--- src/rtl/mux2a1_dest_arb.sv ---
// Two-lane merge: per-lane one-entry hold registers, round-robin arbiter, registered output stage.
// Define FIXED_PRIO_EN to give lane 0 strict priority instead of round-robin.
module mux2a1_dest_arb #(
    parameter int WIDTH = 8
) (
    input  logic             clk,
    input  logic             reset_L,
    input  logic [WIDTH-1:0] datain0,
    input  logic             valid0,
    output logic             ready0,
    input  logic [WIDTH-1:0] datain1,
    input  logic             valid1,
    output logic             ready1,
    output logic [WIDTH-1:0] dataout,
    output logic             valid_out,
    output logic             dest_out,
    input  logic             ready_in,
    output logic [7:0]       count0,
    output logic [7:0]       count1
);

    // Handshake: a word moves on any edge where valid and ready are both high;
    // ready never depends on the matching valid, and valid_out/dataout/dest_out
    // stay stable while valid_out is high and ready_in is low.
    logic [WIDTH-1:0] hold0, hold1;
    logic             hv0, hv1;
    logic             last;
    logic             adv;
    logic             grant0, grant1;
    logic             acc0, acc1;

    always_comb begin
        adv    = ~valid_out | ready_in;
        grant0 = 1'b0;
        grant1 = 1'b0;
        if (adv) begin
            if (hv0 && hv1) begin
`ifdef FIXED_PRIO_EN
                grant0 = 1'b1;
`else
                // last == 1 means lane 1 went most recently, so lane 0 wins.
                grant0 = last;
                grant1 = ~last;
`endif
            end else begin
                grant0 = hv0;
                grant1 = hv1;
            end
        end
        ready0 = ~hv0 | grant0;
        ready1 = ~hv1 | grant1;
        acc0   = valid0 & ready0;
        acc1   = valid1 & ready1;
    end

    always_ff @(posedge clk) begin
        if (!reset_L) begin
            hold0     <= '0;
            hold1     <= '0;
            hv0       <= 1'b0;
            hv1       <= 1'b0;
            last      <= 1'b1;
            dataout   <= '0;
            dest_out  <= 1'b0;
            valid_out <= 1'b0;
            count0    <= 8'd0;
            count1    <= 8'd0;
        end else begin
            // A fresh accept wins over the clear, so a granted lane refills in place.
            if (acc0) begin
                hold0 <= datain0;
                hv0   <= 1'b1;
            end else if (grant0) begin
                hv0 <= 1'b0;
            end
            if (acc1) begin
                hold1 <= datain1;
                hv1   <= 1'b1;
            end else if (grant1) begin
                hv1 <= 1'b0;
            end

            if (grant0 || grant1) begin
                valid_out <= 1'b1;
                dest_out  <= grant1;
                dataout   <= grant1 ? hold1 : hold0;
                last      <= grant1;
                if (grant1) count1 <= count1 + 8'd1;
                else        count0 <= count0 + 8'd1;
            end else if (adv && ready_in) begin
                valid_out <= 1'b0;
            end
        end
    end

endmodule

--- config.mk ---
export PLATFORM = sky130hd
export DESIGN_NAME = mux2a1_dest_arb
export DESIGN_NICKNAME = d
export VERILOG_FILES = /design/src/rtl/mux2a1_dest_arb.sv
export SDC_FILE = /design/constraint.sdc
export NUM_CORES = 1
export LEC_CHECK = 0
export ABC_AREA = 1
export ABC_CLOCK_PERIOD_IN_PS = 1200
export BUFFER_PORTS_ARGS = -buffer_cell sky130_fd_sc_hd__buf_2
export CAP_MARGIN = 15
export CORE_AREA = 10 10 76 94
export CTS_CLUSTER_DIAMETER = 30
export DETAILED_ROUTE_END_ITERATION = 10
export DIE_AREA = 0 0 86 104
export GPL_TIMING_DRIVEN = 1
export SETUP_SLACK_MARGIN = 0.4
export SYNTH_ARGS = -nofsm -noshare
export SYNTH_HDL_FRONTEND = slang
export SYNTH_SLANG_ARGS = --single-unit
--- constraint.sdc ---
create_clock -name clk -period 1.2 [get_ports clk]
set_input_delay 0.36 -clock clk [delete_from_list [all_inputs] [get_ports clk]]
set_output_delay 0.36 -clock clk [all_outputs]
set_load 0.05 [all_outputs]
# == Word level (Yosys, flattened, before mapping) ==
# Cells that the tools add are included.
# totals
ff_bits,45
in_bits,21
out_inout_bits,28
wordCells,41
# classes
addsub,2
muxes,11
n_bitwise,10
reduce_logical,8
# ops
op,n
8-bit by 1-bit adder with 8-bit output (second input constant),2
1-bit two-way mux,10
8-bit two-way mux,1
2-bit nonzero test,3
1-bit NOT,5
2-bit AND reduction,2
1-bit OR,3
1-bit bitwise AND,2
1-bit logical AND,2
1-bit logical OR,1

# == Depth between registers and ports, before layout ==
# depth
word_depth,6
ltp_mapped,9
mapped_depth_nobuf,8

# == Least setup slack after synthesis ==
# No wires, ideal clock.
# synth_timing
path_kind,flip-flop to flip-flop
from,register valid_out
to,register hold1[7]
arrival_ps,1525
t_required_ps,1084
slack_ps,-441
stages_incl_launch_ff,8
n_path_buf,0
path_cell_list,dfxtp_1 > nand2_2 > nand3_4 > nand2_2 > nand2_4 > inv_4 > nor2_1 > nor2_1
# synth_via
elab_chain_cells,5
# synth_lines
item,line_no,source
"start, declared",15,"output logic valid_out,"
"start signal, assigned",65,valid_out <= 1'b0;
"start signal, assigned",84,valid_out <= 1'b1;
"start signal, assigned",91,valid_out <= 1'b0;
1-bit NOT,33,adv = ~valid_out | ready_in;
1-bit OR,33,
1-bit two-way mux,36,if (adv) begin
1-bit OR,51,ready1 = ~hv1 | grant1;
via ready1,13,"output logic ready1,"
1-bit bitwise AND,53,acc1 = valid1 & ready1;
"end signal, assigned",77,hold1 <= datain1;
"end, declared",25,"logic [WIDTH-1:0] hold0, hold1;"
# The timed path passes the listed nets, and every way through them passes these cells.
# A chain may end at the register's enable or synchronous reset.

# == Worst setup path after layout ==
# layout_timing
from,register last
to,output port ready0
# layout_via
elab_chain_cells,3
# layout_lines
item,line_no,source
"start, declared",27,logic last;
"start signal, assigned",87,last <= grant1;
1-bit two-way mux,37,if (hv0 && hv1) begin
1-bit two-way mux,36,
1-bit OR,50,ready0 = ~hv0 | grant0;
"end, declared",10,"output logic ready0,"
# No other way between the ends.

==> results by group <==
Clocking
  – CTS tree: built
  – Worst skew pair latency: 0.30 ns
  – Max clock buf depth: 2
  – Clk sink count: 45
  – CTS H-tree depth: 2
  – Hold bufs inserted after CTS: 0
  – Clock-pin slew on the worst setup and hold paths: 0.09 ns
  – CTS Buf Count: 5
  – Clock root buffer master: clkbuf_8

Die
  – Die X: 86 um
  – DIE AREA: 8940 um^2
  – Initial core utilization: 38.3%
  – Die H: 104 um
  – Core area: 5370 um^2
  – I/O pin cnt: 49
  – Row count: 30

Critical path
  – CP Data Required Time: 0.84 ns
  – Reg2Reg Setup Slack: -0.10 ns
  – Startpoint Class: register
  – Crit path cell chain: inv_2 > nand2_2 > nand3_4 > nand2_8 > buf_8
  – Endpoint type of the worst setup path: output port
  – Slowest stage cell, crit path: dfxtp_2
  – Bufs and invs on worst path: 2
  – Cell family with most CP delay: flip-flops
  – Critical path data arrival time: 1.09 ns
  – CP peak stage delay: 0.37 ns
  – CP max FO: 2
  – Setup CP Type: register to output port

Global routing
  – First-pass GRT wire length: 9.53 mm
  – Vias in the first global route: 1988
  – Largest net degree at the start of global routing: 18
  – Gr ovfl total: 0
  – Antenna violations before repair: 0
  – GRT Util Overall: 12.9%

Routing
  – Post-Route WL: 5.78 mm
  – Initial detailed-routing violation count: 44
  – Number of remaining DRC errors: 0
  – Routed vias/inst: 4.69
  – Vias: 2060
  – Avg WL per Cell: 13.2 um
  – First-pass DRT Iterations: 4
  – Final ANT Viol Nets: 0

Power and ir drop
  – Flop pwr share: 44.8%
  – Sw Ratio: 31.1%
  – Combinational Power Share: 25.7%
  – P per Cell Area: 1040 nW/um^2
  – Clock Power Share: 29.4%
  – Maximum vdd drop: 0.531 mV
  – Pleak: 1.47 nW
  – Sw power: 1.13 mW
  – Internal: 2.51 mW

STA
  – Worst Tran Pin Value: 0.483 ns
  – Clock skew: 0.00863 ns
  – Fmax: 0.689 GHz
  – Post-route setup slack: -0.252 ns
  – Setup violators final: 24
  – Fin Setup TNS: -1.58 ns
  – Unrepaired setup endpoints after global routing: true
  – Rel. slew slack: 67.8%
  – Crit path time final: 1.45 ns
  – Slew Viols, Final: 0
  – Min Hold Slack: 0.277 ns
  – Hold Vio Cnt, Final: 0
  – Final Cycle Share: 121%

Yosys
  – Syn Area/Cell: 7.38 um^2
  – Cells after Synth: 279
  – Synth cell types: 30
  – Sequential-to-total area share from yosys stat: 43.8%
  – Synthesized area: 2060 um^2
  – FF+latch count, synth: 45
  – Syn Nets: 302
  – Synth warnings: 0

Final layout
  – # diodes: 0
  – Final nets: 397
  – P&R area growth vs syn: 70.2%
  – Share of cells above drive strength 1: 54.4%

Place
  – Hpwl dp: 3.74 mm
  – Placer Congestion: 0.826
  – IO buf count: 48

Run
  – Max-Cap Viols: 0

Run status
  – Failing checks: negative setup slack
  – Status: finished with violations

Min path
  – Hold Path Class: primary input to register
[placed cells by master (no fill, tap or decap), types with 2 or more instances in the layout]
cell,Yosys,layout
nor2_4,0,3
inv_8,0,2
clkinv_8,0,2
dfxtp_4,0,28
buf_4,0,32
a21oi_1,14,6
buf_6,3,11
nor2_2,1,10
buf_8,1,30
nand2_1,74,67
buf_2,2,20
nand3_4,2,2
nand4_1,2,2
nand3_1,7,6
nor2_1,50,38
o21ai_1,8,3
nand2_2,9,13
nand3b_1,8,8
clkbuf_8,0,5
dfxtp_1,45,16
o21ai_2,1,8
inv_1,23,20
inv_2,2,4
ha_4,0,2
nand2_8,0,5
xnor2_1,2,2
a21oi_2,7,15
[power by group through the flow]
stage | registers (mW) | clock network, mW | logic (mW)
floorplan | 1.76 | 0 | 0.367
finish | 1.63 | 1.07 | 0.937
CTS | 1.63 | 1.12 | 0.853
detailed placement | 1.66 | 0 | 0.648
global route | 1.65 | 1.17 | 1.01
global placement | 1.65 | 0 | 0.642
[state kept, by name, summed over array words and instances, names as in the netlist]
| signal | flops |
|---|---|
| count0 | 8 |
| count1 | 8 |
| dataout | 8 |
| hold0 | 8 |
| hold1 | 8 |
| dest_out | 1 |
| hv0 | 1 |
| hv1 | 1 |
| last | 1 |
| valid_out | 1 |
[metrics by stage]
stage,instance area [um^2],cells,total power [mW],worst slack [ns],util [%]
2_1_floorplan,2260,279,2.13,-0.00400,-
6_report,3500,439,3.64,-0.252,65.3
3_3_place_gp,2630,398,2.30,-0.193,49.0
5_1_grt,3500,439,3.82,-0.307,65.3
3_5_place_dp,2630,398,2.30,-0.197,49.0
4_1_cts,3310,432,3.60,-0.275,61.7
[cells by family (layout without fill, tap and decap cells)]
family	after synthesis	in the layout	synth area share, %
xor+xnor	2	2	0.851
flops	45	45	43.8
fa+ha+maj	2	2	1.22
compound gates	36	36	11.1
simple gates	157	158	34.3
buf+inv	37	132	8.75
[routing by layer]
metal	vias to the layer above	global-route usage (%)	routed length [um]
li1	1068	-	-
met1	939	13.8	2330
met2	41	22.1	3030
met3	12	3.68	260
met4	0	6.49	160
met5	-	0	0
[cell type report]
type,instances,area (um^2)
Timing Repair Buffer,94,935
Fill cell,449,1860
Timing Repair inverter,2,25.0
Inverter,28,133
Multi-Input combinational cell,198,1220
Tap cell,64,80.1
Clock buffer,7,97.6
Clock inverter,1,8.76
Sequential cell,45,1010
[worst reg2reg max path: stages, from the launching register on]
cell	delay [ns]
dfxtp_4	0.37
nand2_8	0.08
nand3_4	0.11
buf_6	0.14
buf_12	0.14
buf_8	0.14
o21ai_2	0.11
nand2_1	0.06
nor2_1	0.09
[synth_stat cells (all sizes together)]
cell type   n  area, um^2
nor2       51         194
dfxtp      45         901
nand3b      8        60.1
nor3        1        5.00
nand2      85         357
clkinv      1        3.75
xnor2       2        17.5
o21ai      13        68.8
nand4       2        12.5
ha          2        25.0
nand3       9        70.1
o211ai      1        12.5
buf         7        62.6
clkbuf      2        7.51
a21oi      22         148
nor3b       1        7.51
inv        27         106
[timing repair]
item                                   CTS  global route
gates cloned                             3             1
buffers inserted                        23             6
endpoints found under the hold margin    0             0
pin swaps                                2            11
resized for setup                      116            37
setup endpoints to repair               73            73
[final timing paths]
check | startpoint | to | depth (start not counted)
worst min-delay path | datain1[0] | hold1[0] | 3
worst max register to register | valid_out | count1[2] | 8
worst min register to register | hold0[7] | dataout[7] | 2
worst max-delay path | last | ready0 | 5
No activity file was read; power rests on OpenSTA's default activity.
